--- src/rtl/lut3d_fetch_ctrl_if.sv ---
// ---------------------------------------------------------------------------
// lut3d_fetch_ctrl_if
// Bundles the pixel handshake, the LUT read port, the interpolator request
// and the result-credit return of the 3D LUT fetch sequencer.
//   slave  : the sequencer side (lut3d_fetch_ctrl)
//   master : the surrounding pipeline / memory / interpolator side
// Signals:
//   pix_valid/pix_ready/pix_data   pixel stream, {B,G,R}
//   lut_rd_en/lut_rd_addr          LUT read strobe and address
//   lut_rd_data                    returned corner {B,G,R}
//   interp_valid, frac_r/g/b       interpolator request and fractions
//   pt_nbr                         8 corners, corner k at [k*3*CD +: 3*CD]
//   res_pop                        downstream result FIFO popped one entry
//   busy                           sequencer not idle
// ---------------------------------------------------------------------------
interface lut3d_fetch_ctrl_if #(
    parameter int CD  = 8,
    parameter int OFW = 8,
    parameter int AW  = 13
);
    logic                pix_valid;
    logic                pix_ready;
    logic [3*CD-1:0]     pix_data;
    logic                lut_rd_en;
    logic [AW-1:0]       lut_rd_addr;
    logic [3*CD-1:0]     lut_rd_data;
    logic                interp_valid;
    logic [OFW-1:0]      frac_r;
    logic [OFW-1:0]      frac_g;
    logic [OFW-1:0]      frac_b;
    logic [8*3*CD-1:0]   pt_nbr;
    logic                res_pop;
    logic                busy;

    modport slave (
        input  pix_valid, pix_data, lut_rd_data, res_pop,
        output pix_ready, lut_rd_en, lut_rd_addr, interp_valid,
               frac_r, frac_g, frac_b, pt_nbr, busy
    );

    modport master (
        output pix_valid, pix_data, lut_rd_data, res_pop,
        input  pix_ready, lut_rd_en, lut_rd_addr, interp_valid,
               frac_r, frac_g, frac_b, pt_nbr, busy
    );
endinterface

--- src/rtl/lut3d_fetch_ctrl.sv ---
// ---------------------------------------------------------------------------
// lut3d_fetch_ctrl
// Sequencer between the pixel stream and the trilinear interpolator of the
// 3D colour LUT. Takes one {B,G,R} pixel, splits every channel into a lattice
// index and a fraction, reads the 8 surrounding lattice corners from a
// single-port LUT memory, collects them, and issues one interpolation
// request, but only while the downstream result FIFO has a free credit.
// Ports:
//   clk, rstn   clock, asynchronous active-low reset
//   bus         lut3d_fetch_ctrl_if.slave (pixel, LUT, interpolator, credits)
// Optional feature (macro LUT3D_CTRL_STATS_EN):
//   stat_pix_cnt   count of interpolation requests issued
//   stat_stall_cnt count of cycles stalled in ISSUE for lack of credit
// ---------------------------------------------------------------------------
module lut3d_fetch_ctrl #(
    parameter int CD      = 8,
    parameter int IW      = 4,
    parameter int OFW     = 8,
    parameter int AW      = 13,
    parameter int MEM_LAT = 2,
    parameter int CREDITS = 8
) (
    input  logic               clk,
    input  logic               rstn,
    lut3d_fetch_ctrl_if.slave  bus
`ifdef LUT3D_CTRL_STATS_EN
    ,
    output logic [31:0]        stat_pix_cnt,
    output logic [31:0]        stat_stall_cnt
`endif
);

    localparam int FW = CD - IW;
    localparam int PW = 3 * CD;
    localparam int CW = $clog2(CREDITS + 1);
    localparam int TW = 4;  // tag = {valid, corner[2:0]}

    typedef enum logic [1:0] {IDLE, FETCH, WAIT, ISSUE} state_t;

    state_t              state_q, state_d;
    logic [2:0]          k_q, k_d;
    logic [IW-1:0]       idx_r_q, idx_r_d, idx_g_q, idx_g_d, idx_b_q, idx_b_d;
    logic [OFW-1:0]      frac_r_q, frac_r_d, frac_g_q, frac_g_d, frac_b_q, frac_b_d;
    logic                lut_rd_en_q, lut_rd_en_d;
    logic [AW-1:0]       lut_rd_addr_q, lut_rd_addr_d;
    logic [MEM_LAT*TW-1:0] tag_q, tag_d;
    logic [8*PW-1:0]     pt_nbr_q, pt_nbr_d;
    logic [CW-1:0]       credit_q, credit_d;

    logic [CD-1:0]       pix_r, pix_g, pix_b;
    logic [TW-1:0]       tag_out;
    logic                tag_vld;
    logic [2:0]          tag_k;
    logic                issue;
    logic                pop_ok;

    // Lattice address (b*G + g)*G + r in Horner form; x*G = (x << IW) + x,
    // so only shifts and adders are needed.
    function automatic logic [AW-1:0] corner_addr(
        input logic [IW-1:0] ir,
        input logic [IW-1:0] ig,
        input logic [IW-1:0] ib,
        input logic [2:0]    k
    );
        logic [AW-1:0] r, g, b, acc;
        r   = AW'(ir) + AW'(k[0]);
        g   = AW'(ig) + AW'(k[1]);
        b   = AW'(ib) + AW'(k[2]);
        acc = (b << IW) + b + g;
        acc = (acc << IW) + acc + r;
        return acc;
    endfunction

    assign pix_r   = bus.pix_data[CD-1:0];
    assign pix_g   = bus.pix_data[2*CD-1:CD];
    assign pix_b   = bus.pix_data[3*CD-1:2*CD];

    assign tag_out = tag_q[MEM_LAT*TW-1 -: TW];
    assign tag_vld = tag_out[3];
    assign tag_k   = tag_out[2:0];

    assign issue   = (state_q == ISSUE) && (credit_q != '0);
    // A pop with every credit already home cannot be real; drop it.
    assign pop_ok  = bus.res_pop && (credit_q != CW'(CREDITS));

    always_comb begin
        state_d       = state_q;
        k_d           = k_q;
        idx_r_d       = idx_r_q;
        idx_g_d       = idx_g_q;
        idx_b_d       = idx_b_q;
        frac_r_d      = frac_r_q;
        frac_g_d      = frac_g_q;
        frac_b_d      = frac_b_q;
        lut_rd_en_d   = 1'b0;
        lut_rd_addr_d = lut_rd_addr_q;
        case (state_q)
            IDLE: begin
                if (bus.pix_valid) begin
                    idx_r_d       = pix_r[CD-1 -: IW];
                    idx_g_d       = pix_g[CD-1 -: IW];
                    idx_b_d       = pix_b[CD-1 -: IW];
                    frac_r_d      = OFW'(pix_r[FW-1:0]) << (OFW - FW);
                    frac_g_d      = OFW'(pix_g[FW-1:0]) << (OFW - FW);
                    frac_b_d      = OFW'(pix_b[FW-1:0]) << (OFW - FW);
                    // Corner 0 read goes out in the first FETCH cycle.
                    k_d           = 3'd0;
                    lut_rd_en_d   = 1'b1;
                    lut_rd_addr_d = corner_addr(pix_r[CD-1 -: IW], pix_g[CD-1 -: IW],
                                                pix_b[CD-1 -: IW], 3'd0);
                    state_d       = FETCH;
                end
            end
            FETCH: begin
                if (k_q == 3'd7) begin
                    state_d = WAIT;
                end else begin
                    k_d           = k_q + 3'd1;
                    lut_rd_en_d   = 1'b1;
                    lut_rd_addr_d = corner_addr(idx_r_q, idx_g_q, idx_b_q, k_q + 3'd1);
                end
            end
            WAIT: begin
                if (tag_vld && (tag_k == 3'd7)) begin
                    state_d = ISSUE;
                end
            end
            ISSUE: begin
                if (credit_q != '0) begin
                    state_d = IDLE;
                end
            end
            default: state_d = IDLE;
        endcase
    end

    // Tag pipeline shifts {strobe, corner} alongside the memory latency;
    // a tag leaving the far end marks lut_rd_data as belonging to that corner.
    always_comb begin
        tag_d    = (MEM_LAT*TW)'({tag_q, lut_rd_en_q, k_q});
        pt_nbr_d = pt_nbr_q;
        if (tag_vld) begin
            pt_nbr_d[tag_k*PW +: PW] = bus.lut_rd_data;
        end
    end

    always_comb begin
        credit_d = credit_q;
        case ({issue, pop_ok})
            2'b10:   credit_d = credit_q - CW'(1);
            2'b01:   credit_d = credit_q + CW'(1);
            default: credit_d = credit_q;
        endcase
    end

    always_ff @(posedge clk or negedge rstn) begin
        if (!rstn) begin
            state_q       <= IDLE;
            k_q           <= '0;
            idx_r_q       <= '0;
            idx_g_q       <= '0;
            idx_b_q       <= '0;
            frac_r_q      <= '0;
            frac_g_q      <= '0;
            frac_b_q      <= '0;
            lut_rd_en_q   <= 1'b0;
            lut_rd_addr_q <= '0;
            tag_q         <= '0;
            pt_nbr_q      <= '0;
            credit_q      <= CW'(CREDITS);
        end else begin
            state_q       <= state_d;
            k_q           <= k_d;
            idx_r_q       <= idx_r_d;
            idx_g_q       <= idx_g_d;
            idx_b_q       <= idx_b_d;
            frac_r_q      <= frac_r_d;
            frac_g_q      <= frac_g_d;
            frac_b_q      <= frac_b_d;
            lut_rd_en_q   <= lut_rd_en_d;
            lut_rd_addr_q <= lut_rd_addr_d;
            tag_q         <= tag_d;
            pt_nbr_q      <= pt_nbr_d;
            credit_q      <= credit_d;
        end
    end

    always @(posedge clk) begin
        if (rstn) begin
            assert (!(bus.res_pop && (credit_q == CW'(CREDITS))))
                else $error("lut3d_fetch_ctrl: res_pop with all credits returned");
        end
    end

    assign bus.pix_ready    = (state_q == IDLE);
    assign bus.busy         = (state_q != IDLE);
    assign bus.lut_rd_en    = lut_rd_en_q;
    assign bus.lut_rd_addr  = lut_rd_addr_q;
    assign bus.interp_valid = issue;
    assign bus.frac_r       = frac_r_q;
    assign bus.frac_g       = frac_g_q;
    assign bus.frac_b       = frac_b_q;
    assign bus.pt_nbr       = pt_nbr_q;

`ifdef LUT3D_CTRL_STATS_EN
    logic [31:0] stat_pix_cnt_q, stat_pix_cnt_d;
    logic [31:0] stat_stall_cnt_q, stat_stall_cnt_d;

    always_comb begin
        stat_pix_cnt_d   = stat_pix_cnt_q + (issue ? 32'd1 : 32'd0);
        stat_stall_cnt_d = stat_stall_cnt_q
                         + (((state_q == ISSUE) && (credit_q == '0)) ? 32'd1 : 32'd0);
    end

    always_ff @(posedge clk or negedge rstn) begin
        if (!rstn) begin
            stat_pix_cnt_q   <= '0;
            stat_stall_cnt_q <= '0;
        end else begin
            stat_pix_cnt_q   <= stat_pix_cnt_d;
            stat_stall_cnt_q <= stat_stall_cnt_d;
        end
    end

    assign stat_pix_cnt   = stat_pix_cnt_q;
    assign stat_stall_cnt = stat_stall_cnt_q;
`endif

endmodule

--- src/flat_wrapper.sv ---
// flat-port wrapper written by rule: the top's interface ports become plain ports
module lut3d_fetch_ctrl_flat 
#(
    parameter int CD      = 8,
    parameter int IW      = 4,
    parameter int OFW     = 8,
    parameter int AW      = 13,
    parameter int MEM_LAT = 2,
    parameter int CREDITS = 8
)
  (clk, rstn, bus_pix_valid, bus_pix_data, bus_lut_rd_data, bus_res_pop, bus_pix_ready, bus_lut_rd_en, bus_lut_rd_addr, bus_interp_valid, bus_frac_r, bus_frac_g, bus_frac_b, bus_pt_nbr, bus_busy);
  lut3d_fetch_ctrl_if #(.CD(CD), .OFW(OFW), .AW(AW)) bus_i ();
  input  logic clk;
  input  logic rstn;
  input wire logic [$bits(bus_i.pix_valid)-1:0] bus_pix_valid;
  input wire logic [$bits(bus_i.pix_data)-1:0] bus_pix_data;
  input wire logic [$bits(bus_i.lut_rd_data)-1:0] bus_lut_rd_data;
  input wire logic [$bits(bus_i.res_pop)-1:0] bus_res_pop;
  output wire logic [$bits(bus_i.pix_ready)-1:0] bus_pix_ready;
  output wire logic [$bits(bus_i.lut_rd_en)-1:0] bus_lut_rd_en;
  output wire logic [$bits(bus_i.lut_rd_addr)-1:0] bus_lut_rd_addr;
  output wire logic [$bits(bus_i.interp_valid)-1:0] bus_interp_valid;
  output wire logic [$bits(bus_i.frac_r)-1:0] bus_frac_r;
  output wire logic [$bits(bus_i.frac_g)-1:0] bus_frac_g;
  output wire logic [$bits(bus_i.frac_b)-1:0] bus_frac_b;
  output wire logic [$bits(bus_i.pt_nbr)-1:0] bus_pt_nbr;
  output wire logic [$bits(bus_i.busy)-1:0] bus_busy;
  assign bus_i.pix_valid = bus_pix_valid;
  assign bus_i.pix_data = bus_pix_data;
  assign bus_i.lut_rd_data = bus_lut_rd_data;
  assign bus_i.res_pop = bus_res_pop;
  assign bus_pix_ready = bus_i.pix_ready;
  assign bus_lut_rd_en = bus_i.lut_rd_en;
  assign bus_lut_rd_addr = bus_i.lut_rd_addr;
  assign bus_interp_valid = bus_i.interp_valid;
  assign bus_frac_r = bus_i.frac_r;
  assign bus_frac_g = bus_i.frac_g;
  assign bus_frac_b = bus_i.frac_b;
  assign bus_pt_nbr = bus_i.pt_nbr;
  assign bus_busy = bus_i.busy;
  lut3d_fetch_ctrl #(.CD(CD), .IW(IW), .OFW(OFW), .AW(AW), .MEM_LAT(MEM_LAT), .CREDITS(CREDITS)) u_core (.clk(clk), .rstn(rstn), .bus(bus_i));
endmodule
--- config.mk ---
export PLATFORM = sky130hd
export DESIGN_NAME = lut3d_fetch_ctrl_flat
export DESIGN_NICKNAME = d
export VERILOG_FILES = /design/src/rtl/lut3d_fetch_ctrl_if.sv /design/src/rtl/lut3d_fetch_ctrl.sv /design/src/flat_wrapper.sv
export SDC_FILE = /design/constraint.sdc
export NUM_CORES = 1
export LEC_CHECK = 0
export CORE_ASPECT_RATIO = 0.5
export CORE_MARGIN = 5
export CORE_UTILIZATION = 36
export DETAILED_ROUTE_END_ITERATION = 12
export PLACE_DENSITY = 0.58
export SYNTH_ARGS = -nofsm -noshare
export SYNTH_HDL_FRONTEND = slang
export SYNTH_SLANG_ARGS = --single-unit
--- constraint.sdc ---
create_clock -name clk -period 6 [get_ports clk]
set_input_delay 1.5 -clock clk [delete_from_list [all_inputs] [get_ports clk]]
set_output_delay 1.5 -clock clk [all_outputs]
set_load 0.01 [all_outputs]
Word level (Yosys, flattened, before mapping)
Cells that the tools add are included.
{"block": "classes", "addsub": 15, "mul": 1, "div": 0, "n_lt_le_gt_ge": 0, "eq_ne": 13, "shifts": 2, "mux": 16, "bitwise": 0, "reduce_logical": 11}
{"op": "bitwise mux 192 bit", "count": 1}
{"op": "variable shift 24 x 34 -> 192 bit, first input constant", "count": 1}
{"op": "variable part select 24 x 34 -> 192 bit", "count": 1}
{"op": "adder 13 bit", "count": 5}
{"op": "negation 8 -> 34 bit", "count": 1}
{"op": "adder 13 x 4 -> 13 bit", "count": 2}
{"op": "two-way mux 13 bit", "count": 2}
{"op": "one-hot mux 13 bit (2 select lines)", "count": 1}
{"op": "adder 4 x 1 -> 5 bit", "count": 3}
{"op": "adder 8 x 4 -> 9 bit", "count": 1}
{"op": "two-way mux 2 bit", "count": 4}
{"op": "one-hot mux 2 bit (4 select lines)", "count": 1}
{"op": "one-hot mux 4 bit (2 select lines)", "count": 1}
{"op": "== test 2 bit, second input constant", "count": 3}
{"op": "== test 3 bit, second input constant", "count": 2}
{"op": "two-way mux 3 bit", "count": 2}
{"op": "inequality test 2 bit, second input constant", "count": 3}
{"op": "one-hot mux 3 bit (2 select lines)", "count": 1}
{"op": "nonzero test 2 bit", "count": 3}
{"op": "multiplier 3 x 2 -> 5 bit, second input constant", "count": 1}
{"op": "adder 4 x 1 -> 4 bit, second input constant", "count": 1}
{"op": "== test 2 x 1 -> 1 bit, second input constant", "count": 2}
{"op": "inequality test 2 x 1 -> 1 bit, second input constant", "count": 2}
{"op": "inequality test 4 bit, second input constant", "count": 1}
{"op": "other kinds (10)", "count": 13}
{"block": "word_totals", "reg_bits": 247, "latchBits": 0, "ramBits": 0, "romBits": 0, "input_bits": 52, "output_inout_bits": 233, "word_cells": 71, "mem_count": 0}

Longest topological paths before layout
Gate-level depths: netlist (run 1).
{"block": "logic_depth", "word_depth": 8, "depth_mapped": 22, "ltp_nobuf": 22}

Worst setup path after synthesis (run 1)
Ideal clock, no wire load.
{"block": "synth_path", "kind": "reg-to-reg", "startpoint": "register u_core.k_q[0]", "endpoint": "register u_core.lut_rd_addr_q[12] (netlist: u_core.bus.lut_rd_addr[12])", "setup_time_ns": 0.066, "t_arrival_ns": 4.818, "required_ns": 5.934, "path_slack_ns": 1.116, "stages_incl_launch_ff": 20, "n_path_buf": 0, "synth_period_minus_slack_ns": 4.884, "cell_sequence": "dfrtp_1 -> ha_1 -> ha_1 -> ha_1 -> ha_1 -> xor2_1 -> ha_1 -> ha_1 -> a21o_1 -> a21oi_1 -> xnor2_1 -> fa_1 -> ha_1 -> o21a_1 -> a2111oi_0 -> o31ai_1 -> a21oi_1 -> nor2b_1 -> o41a_1 -> nand2_1"}
{"block": "synth_between", "elab_chain_len": 8, "word_cells_on_any_way": 13, "cone_classes": "8 x add/sub; 2 x eq/ne; 2 x mux; 1 x reduce/logical"}
{"element": "start, declared", "line_no": "lut3d_fetch_ctrl.sv:41", "text": "logic [2:0] k_q, k_d;"}
{"element": "start signal, assigned", "line_no": "lut3d_fetch_ctrl.sv:173", "text": "k_q <= k_d;"}
{"element": "adder 3 x 1 -> 3 bit", "line_no": "lut3d_fetch_ctrl.sv:120", "text": "lut_rd_addr_d = corner_addr(idx_r_q, idx_g_q, idx_b_q, k_q + 3'd1);"}
{"element": "adder 4 x 1 -> 5 bit", "line_no": "lut3d_fetch_ctrl.sv:68", "text": "b = AW'(ib) + AW'(k[2]);"}
{"element": "adder 13 bit (2 in a row)", "line_no": "lut3d_fetch_ctrl.sv:69", "text": "acc = (b << IW) + b + g;"}
{"element": "adder 13 bit (2 in a row)", "line_no": "lut3d_fetch_ctrl.sv:70", "text": "acc = (acc << IW) + acc + r;"}
{"element": "two-way mux 13 bit", "line_no": "lut3d_fetch_ctrl.sv:115", "text": "if (k_q == 3'd7) begin"}
{"element": "one-hot mux 13 bit (2 select lines)", "line_no": "lut3d_fetch_ctrl.sv:97", "text": "case (state_q)"}
{"element": "end signal, assigned", "line_no": "lut3d_fetch_ctrl.sv:181", "text": "lut_rd_addr_q <= lut_rd_addr_d;"}
{"element": "end, declared", "line_no": "lut3d_fetch_ctrl.sv:45", "text": "logic [AW-1:0] lut_rd_addr_q, lut_rd_addr_d;"}
Several ways; a longest one is shown, not always the timed one. The select of a mux whose other input is x is not followed.
A chain may end at the register's enable or synchronous reset.

Final worst setup path (run 1)
Ends and elaborated chain as after synthesis.

==> metrics.md, run 1 <==
| Metric | Value |
|---|---|
| Per-cell routed wire length | 20.44 um |
| Synth Warn # | 0 |
| H-Tree Depth | 1 |
| Vias | 10822 |
| Async SR Flop Fraction | between 90% and 100% |
| Die height | 145.4 um |
| Initial DRC count | 840 |
| Global-route wire length before repair | 64.60 mm |
| Synth Cell Area | ~13000 um^2 |
| Critical path type | flop to flop |
| Post-synth top area cell | dfrtp_1 |
| EDFF count, synth | 0 |
| CTS root buffer | clkbuf_16 |
| Via/cell ratio | 5.305 |
| TritonCTS clock tree | done |
| Synth unique cells | 71 |
| Clock skew | 0.01240 ns |
| Fin. Hold Viols | 0 |
| Tightest Hold Check Type | flop to flop |
| Flip-flop count of the largest register after layout | 192 |
| Crit start category | flop |
| Top cells by count, synth | 246 x dfrtp_1, 181 x nand2_1, 117 x mux2_2 |
| DIE WIDTH | 280.8 um |
| Share of cells above drive strength 1 | 12.41% |
| Status | complete, no violations |
| Slew Limit Fails | 0 |
| Area of the multi-input gates | 6648 um^2 |
| Period utilization | 91.93% |
| Core area | between 30000 and 40000 um^2 |
| Period minus WS final | 5.516 ns |
| Crit path capture type | flop |
| Crit path DAT | 5.98 ns |
| Setup tns final | 0 ns |
| Initial Utilization | 36.61% |
| Main synth FF type | dfrtp_1 |
| Post_cts resized | 0 |
| Cell row count | 49 |
| RSZ-0062 raised after global routing | no |
| Final setup fails | 0 |
| Count leader, synth | dfrtp_1 |
| Clock transition at path regs | ~0.07 ns |
| Area contributors post-synth | dfrtp_1 47%, mux2_2 10%, ha_1 5.9% |
| Sequential area share after synthesis | 46.84% |
| CP Max Fanout | 6 |
| Routed WL | around 42 mm |
| Buffers on Ports | roughly 270 |
| Total GRT Usage | roughly a fifth |
| # DRC | 0 |
| DP HPWL | ~31 mm |
| Die area | 40830 um^2 |
| Synth Area per Inst | roughly 10 um^2 |
| Share of the synthesized area in the top cell type | 46.64% |
| Relative slew slack | 22.12% |
| Pin count of the biggest net entering global routing | 117 |
| Initial antenna violation count | 1 |
| CTS Buffer Depth | 3 |
| Area Overhead vs Synth | 30.56% |
| FF+latch area | 6183 um^2 |
| Fmax | 181.3 MHz |
| Clock sinks | 247 |
| Clock Latency Late Sink | 0.53 ns |
| Post-CTS Setup Inserts | 0 |
| Hold_buf cts | 0 |
| Vias in the first global route | 11021 |
| Flops & latches, synth | 247 |
| I/O pins | 285 |
| Detail Route Antenna Nets | 0 |
| Gr ovfl total | 0 |
| Required time worst endpoint | 6.46 ns |
| GPL Wtd Cong | 0.8757 |
| Initial DRT Pass Iterations | 5 |
| Worst-margin pin slew | 1.165 ns |
| Max Cap Violations | 0 |
| Fill cells | 3332 |
| Nets | 1660 |
| Cell count after synthesis | 1287 |
| Inserted Clock Buffers | 25 |
## final timing paths
| kind | from | endpoint | slack [ns] | cells past startpoint |
|---|---|---|---|---|
| max in group asynchronous | rstn | u_core.tag_q[4] | 3.86 | 2 |
| worst max-delay path | u_core.k_q[0] | u_core.bus.lut_rd_addr[12] | 0.48 | 19 |
| worst min register to register | u_core.tag_q[3] | u_core.tag_q[7] | 0.34 | 0 |
| worst max register to register | u_core.k_q[0] | u_core.bus.lut_rd_addr[12] | 0.48 | 19 |
| min in group asynchronous | rstn | u_core.state_q[0] | 0.95 | 1 |
| worst min-delay path | u_core.tag_q[3] | u_core.tag_q[7] | 0.34 | 0 |
## cells in the final DEF (no fill, tap or decap), types with 4 or more instances in the layout
cell type        Yosys  layout
nor4_1               6       5
bufinv_16            0       5
ha_1                62      61
fa_1                 8       8
xor2_1              13      13
o21ai_0            112     112
a22oi_1             25      25
conb_1               1      13
o221ai_1            10      10
xnor2_1             25      25
nand3_1             17      17
nand2b_1             5       5
nand4_1              6       6
a31oi_1             21      21
nand3b_1             7       7
buf_4               12       8
o211ai_1             4       4
nor3b_1              4       4
clkinv_2             0       7
o31ai_1             10      10
o21a_1              13      13
dfrtp_1            246     245
nor2_2               5       5
a21o_1              13      13
clkbuf_16            0      25
o22a_1              12      12
o22ai_1              9       9
a22o_1              11      11
clkdlybuf4s50_1      0     271
and3_1               5       5
mux2i_1             23      23
nand2_1            181     181
nor2_1              83      83
a211oi_1             4       4
nor3_1              15      15
mux2_2             117     117
a21oi_1             62      62
nor2b_1              9       9
inv_1               28      28
## per-stage QoR
stage	worst slack, ns	cells	area (um^2)	util [%]	hold WS (ns)
CTS	0.4863	2039	17230	47.80	0.3457
detailed placement	0.5255	1995	16350	45.36	0.3354
finish	0.4839	2040	17230	47.80	0.3445
floorplan	1.116	1299	13240	-	0.3312
global placement	0.6822	1995	16350	45.36	0.3394
global route	0.1798	2040	17230	47.80	0.3539
## critical path, cell delays in order, from the launching register on
cell,delay [ns]
dfrtp_1,0.44
ha_1,0.23
ha_1,0.32
ha_1,0.21
ha_1,0.27
xor2_1,0.29
ha_1,0.31
ha_1,0.29
a21o_1,0.17
a21oi_1,0.20
xnor2_1,0.22
fa_1,0.45
ha_1,0.36
o21a_1,0.15
a2111oi_0,0.68
o31ai_1,0.23
a21oi_1,0.19
nor2b_1,0.07
o41a_1,0.30
nand2_1,0.06
## kinds of logic after synthesis
| kind of cell | count (synthesis) | synth area share, % |
|---|---|---|
| other | 1 | 0.02841 |
| flip-flops | 247 | 46.84 |
| XOR/XNOR | 40 | 2.853 |
| adder cells (fa/ha/maj) | 70 | 7.091 |
| multiplexers | 143 | 11.98 |
| AO/OA/AOI/OAI | 332 | 16.11 |
| buffers and inverters | 98 | 3.204 |
| AND/OR/NAND/NOR | 356 | 11.90 |
## final cells by class
| type | instances | share of cell area (%) |
|---|---|---|
| flip-flops and latches | 247 | 35.88 |
| multi-input cells | 954 | 38.58 |
| well taps | 484 | 3.514 |
| inverters | 29 | 0.6317 |
| repair buffers | 281 | 16.29 |
| diodes | 1 | 0.01452 |
| clock inverters | 14 | 1.176 |
| clock buffers | 30 | 3.913 |
## per-layer routing
| metal | global-route usage (%) | share of wire, % |
|---|---|---|
| met2 | 34.94 | 51 |
| met4 | 4.720 | 2.4 |
| met5 | 0 | 0 |
| met3 | 3.078 | 5.4 |
| met1 | 25.24 | 42 |
Power of run 1 is not shown: default switching activity piles up to over one toggle a cycle in this logic, so the estimate is an artifact.
==> run 2, diff against run 1 <==
--- a/config.mk
+++ b/config.mk
@@ -9,6 +9,7 @@
 export CORE_MARGIN = 5
 export CORE_UTILIZATION = 36
 export DETAILED_ROUTE_END_ITERATION = 12
+export MAX_ROUTING_LAYER = met4
 export PLACE_DENSITY = 0.58
 export SYNTH_ARGS = -nofsm -noshare
 export SYNTH_HDL_FRONTEND = slang
==> run 2 against run 1 <==
Sequential share of layout area is essentially flat. Sequential cell count unchanged. Hold slack better by 0.0021 ns. Critical path depth unchanged. Die area unchanged. Largest cell class unchanged. Highest routed layer unchanged.
==> metrics.md, run 2 (synthesized netlist as in run 1, its figures left out) <==
| Metric | Value |
|---|---|
| Status | complete, no violations |
| Hold endpoint | u_core.tag_q[6] |
| RR Startpoint | u_core.k_q[0] |
| DIE WIDTH | 280.8 um |
| CP Cell Sequence | ha_1, ha_1, ha_1, ha_1, xor2_1, ha_1, ha_1, a21o_1, a21oi_1, xnor2_1, fa_1, ha_1, o21a_1, a2111oi_0, o31ai_1, a21oi_1, nor2b_1, o41a_1, nand2_1 |
| Worst hold stages | 0 |
| Cell area after layout | approximately 17000 um^2 |
| H-Tree Depth | 1 |
| Vias in the first global route | around 11000 |
| Worst path top cell family by delay | adder cells |
| Fill cells | 3290 |
| # DRC | 0 |
| Initial antenna violation count | 1 |
| Initial DRT Pass Iterations | 7 |
| Critical path type | flop to flop |
| Final Non-Filler Cells | 2041 |
| RSZ-0062 raised after global routing | no |
| Most used cell, CP | ha_1 |
| Setup tns final | 0 ns |
| Buf/Inv on CP | 0 |
| Pin count of the biggest net entering global routing | 107 |
| Die height | 145.4 um |
| Core area | 36050 um^2 |
| Relative slew slack | roughly 16% |
| Pre-CTS setup slack | around 0.53 ns |
| Gr ovfl total | 0 |
| Commonest non-fill, non-tap cell in the layout | clkdlybuf4s50_1 |
| Buffers on Ports | around 270 |
| Period minus WS final | around 5.6 ns |
| Per-cell routed wire length | 20.26 um |
| I/O pins | 285 |
| Crit start category | flop |
| Clock transition at path regs | approximately 0.070 ns |
| Worst-margin pin slew | 1.246 ns |
| Clock sinks | roughly 250 |
| Slack of the critical path | 0.4240 ns |
| Post_cts resized | 0 |
| Inserted Clock Buffers | 25 |
| Global-route wire length before repair | about 65 mm |
| Crit path DAT | 6.04 ns |
| Hold_buf cts | 0 |
| Cell row count | 49 |
| GPL Wtd Cong | just under 0.9 |
| Die area | 40830 um^2 |
| Placed cells | ~2000 |
| Via/cell ratio | 5.366 |
| Share of cells above drive strength 1 | 12.34% |
| Area Overhead vs Synth | 30.57% |
| Flip-flop count of the largest register after layout | ~190 |
| Fmax | 179.3 MHz |
| Slew Limit Fails | 0 |
| CP Max Fanout | 6 |
| Crit-path slowest cell | a2111oi_0 |
| Max stage delay on crit path | 0.68 ns |
| Crit path capture type | flop |
| Commonest non-fill, non-tap cells in the layout | 271 x clkdlybuf4s50_1, 245 x dfrtp_1, 181 x nand2_1 |
| Routed WL | 41.35 mm |
| Clock Latency Late Sink | 0.55 ns |
| Reg2reg end | u_core.bus.lut_rd_addr[12] |
| Dpl cell area | 16350 um^2 |
| Detail Route Antenna Nets | 0 |
| DP HPWL | 31.47 mm |
| TritonCTS clock tree | done |
| Nets | 1659 |
| Initial DRC count | 845 |
| Tightest Hold Check Type | flop to flop |
| CTS Buffer Depth | 3 |
| Vias | about 11000 |
| CTS root buffer | clkbuf_16 |
| R2R Setup Slk | 0.42 ns |
| Max Cap Violations | 0 |
| Final setup fails | 0 |
| Period utilization | 92.93% |
| Required time worst endpoint | 6.46 ns |
| Post-CTS Setup Inserts | 0 |
| Clock skew | between 0.03 and 0.04 ns |
| Total GRT Usage | between 20% and 30% |
| Initial Utilization | 36.61% |
| Path depth of the worst reg2reg path | 19 |
| Fin. Hold Viols | 0 |
| Min-delay src | u_core.tag_q[2] |
-- run 2: cell types whose count changed in the layout (fill, tap and decap cells not counted) --
cell | before | now
bufinv_16 | 5 | 4
clkbuf_8 | 3 | 5
clkinvlp_4 | 0 | 2
clkbuf_1 | 2 | 4
inv_6 | 0 | 1
buf_4 | 8 | 7
clkinv_2 | 7 | 3
-- run 2: worst register-to-register path: cells and delay by family, from the launching register on --
| family | cells | cell delay (ns) |
|---|---|---|
| compound gates | 7 | 1.95 |
| simple gates | 2 | 0.13 |
| fa+ha+maj | 8 | 2.48 |
| xor+xnor | 2 | 0.52 |
| flops | 1 | 0.44 |
-- run 2: metrics by stage --
step | utilization (%) | hold WS [ns]
2_1_floorplan | - | 0.3312
3_3_place_gp | 45.34 | 0.3356
3_5_place_dp | 45.34 | 0.3363
4_1_cts | 47.80 | 0.3468
5_1_grt | 47.81 | 0.3585
6_report | 47.81 | 0.3466
-- run 2: final cells by class --
cell class / count / area (um^2) / share of cell area, %
Multi-Input combinational cell: 954 / 6648 / 38.57
Timing Repair Buffer: 280 / 2800 / 16.25
Tap cell: 484 / 605.6 / 3.514
Inverter: 29 / 108.9 / 0.6316
Antenna cell: 1 / 2.502 / 0.01452
Clock inverter: 12 / 176.4 / 1.024
Clock buffer: 34 / 709.4 / 4.116
Sequential cell: 247 / 6183 / 35.88
-- run 2: how the worst max path moves through the flow --
stage             startpoint                         end  slack (ns)  cells after the start
6_report       u_core.k_q[0]  u_core.bus.lut_rd_addr[12]        0.42                     19
5_1_grt        u_core.k_q[0]  u_core.bus.lut_rd_addr[12]        0.14                     19
4_1_cts        u_core.k_q[0]  u_core.bus.lut_rd_addr[12]        0.50                     19
3_5_place_dp   u_core.k_q[0]  u_core.bus.lut_rd_addr[12]        0.53                     19
3_3_place_gp   u_core.k_q[0]  u_core.bus.lut_rd_addr[12]        0.66                     19
2_1_floorplan  u_core.k_q[0]  u_core.bus.lut_rd_addr[12]        1.12                     19
-- run 2: per-layer routing --
metal | part of all wire [%] | global-route usage [%] | vias up | wire length, um
met4 | 3.0 | 5.331 | 0 | 1226
met5 | 0 | - | - | 0
met3 | 5.5 | 2.982 | 73 | 2275
met2 | 51 | 34.73 | 356 | 20890
met1 | 41 | 25.45 | 5408 | 16960
li1 | - | - | 5116 | -
Power of run 2 is left out for the same reason.
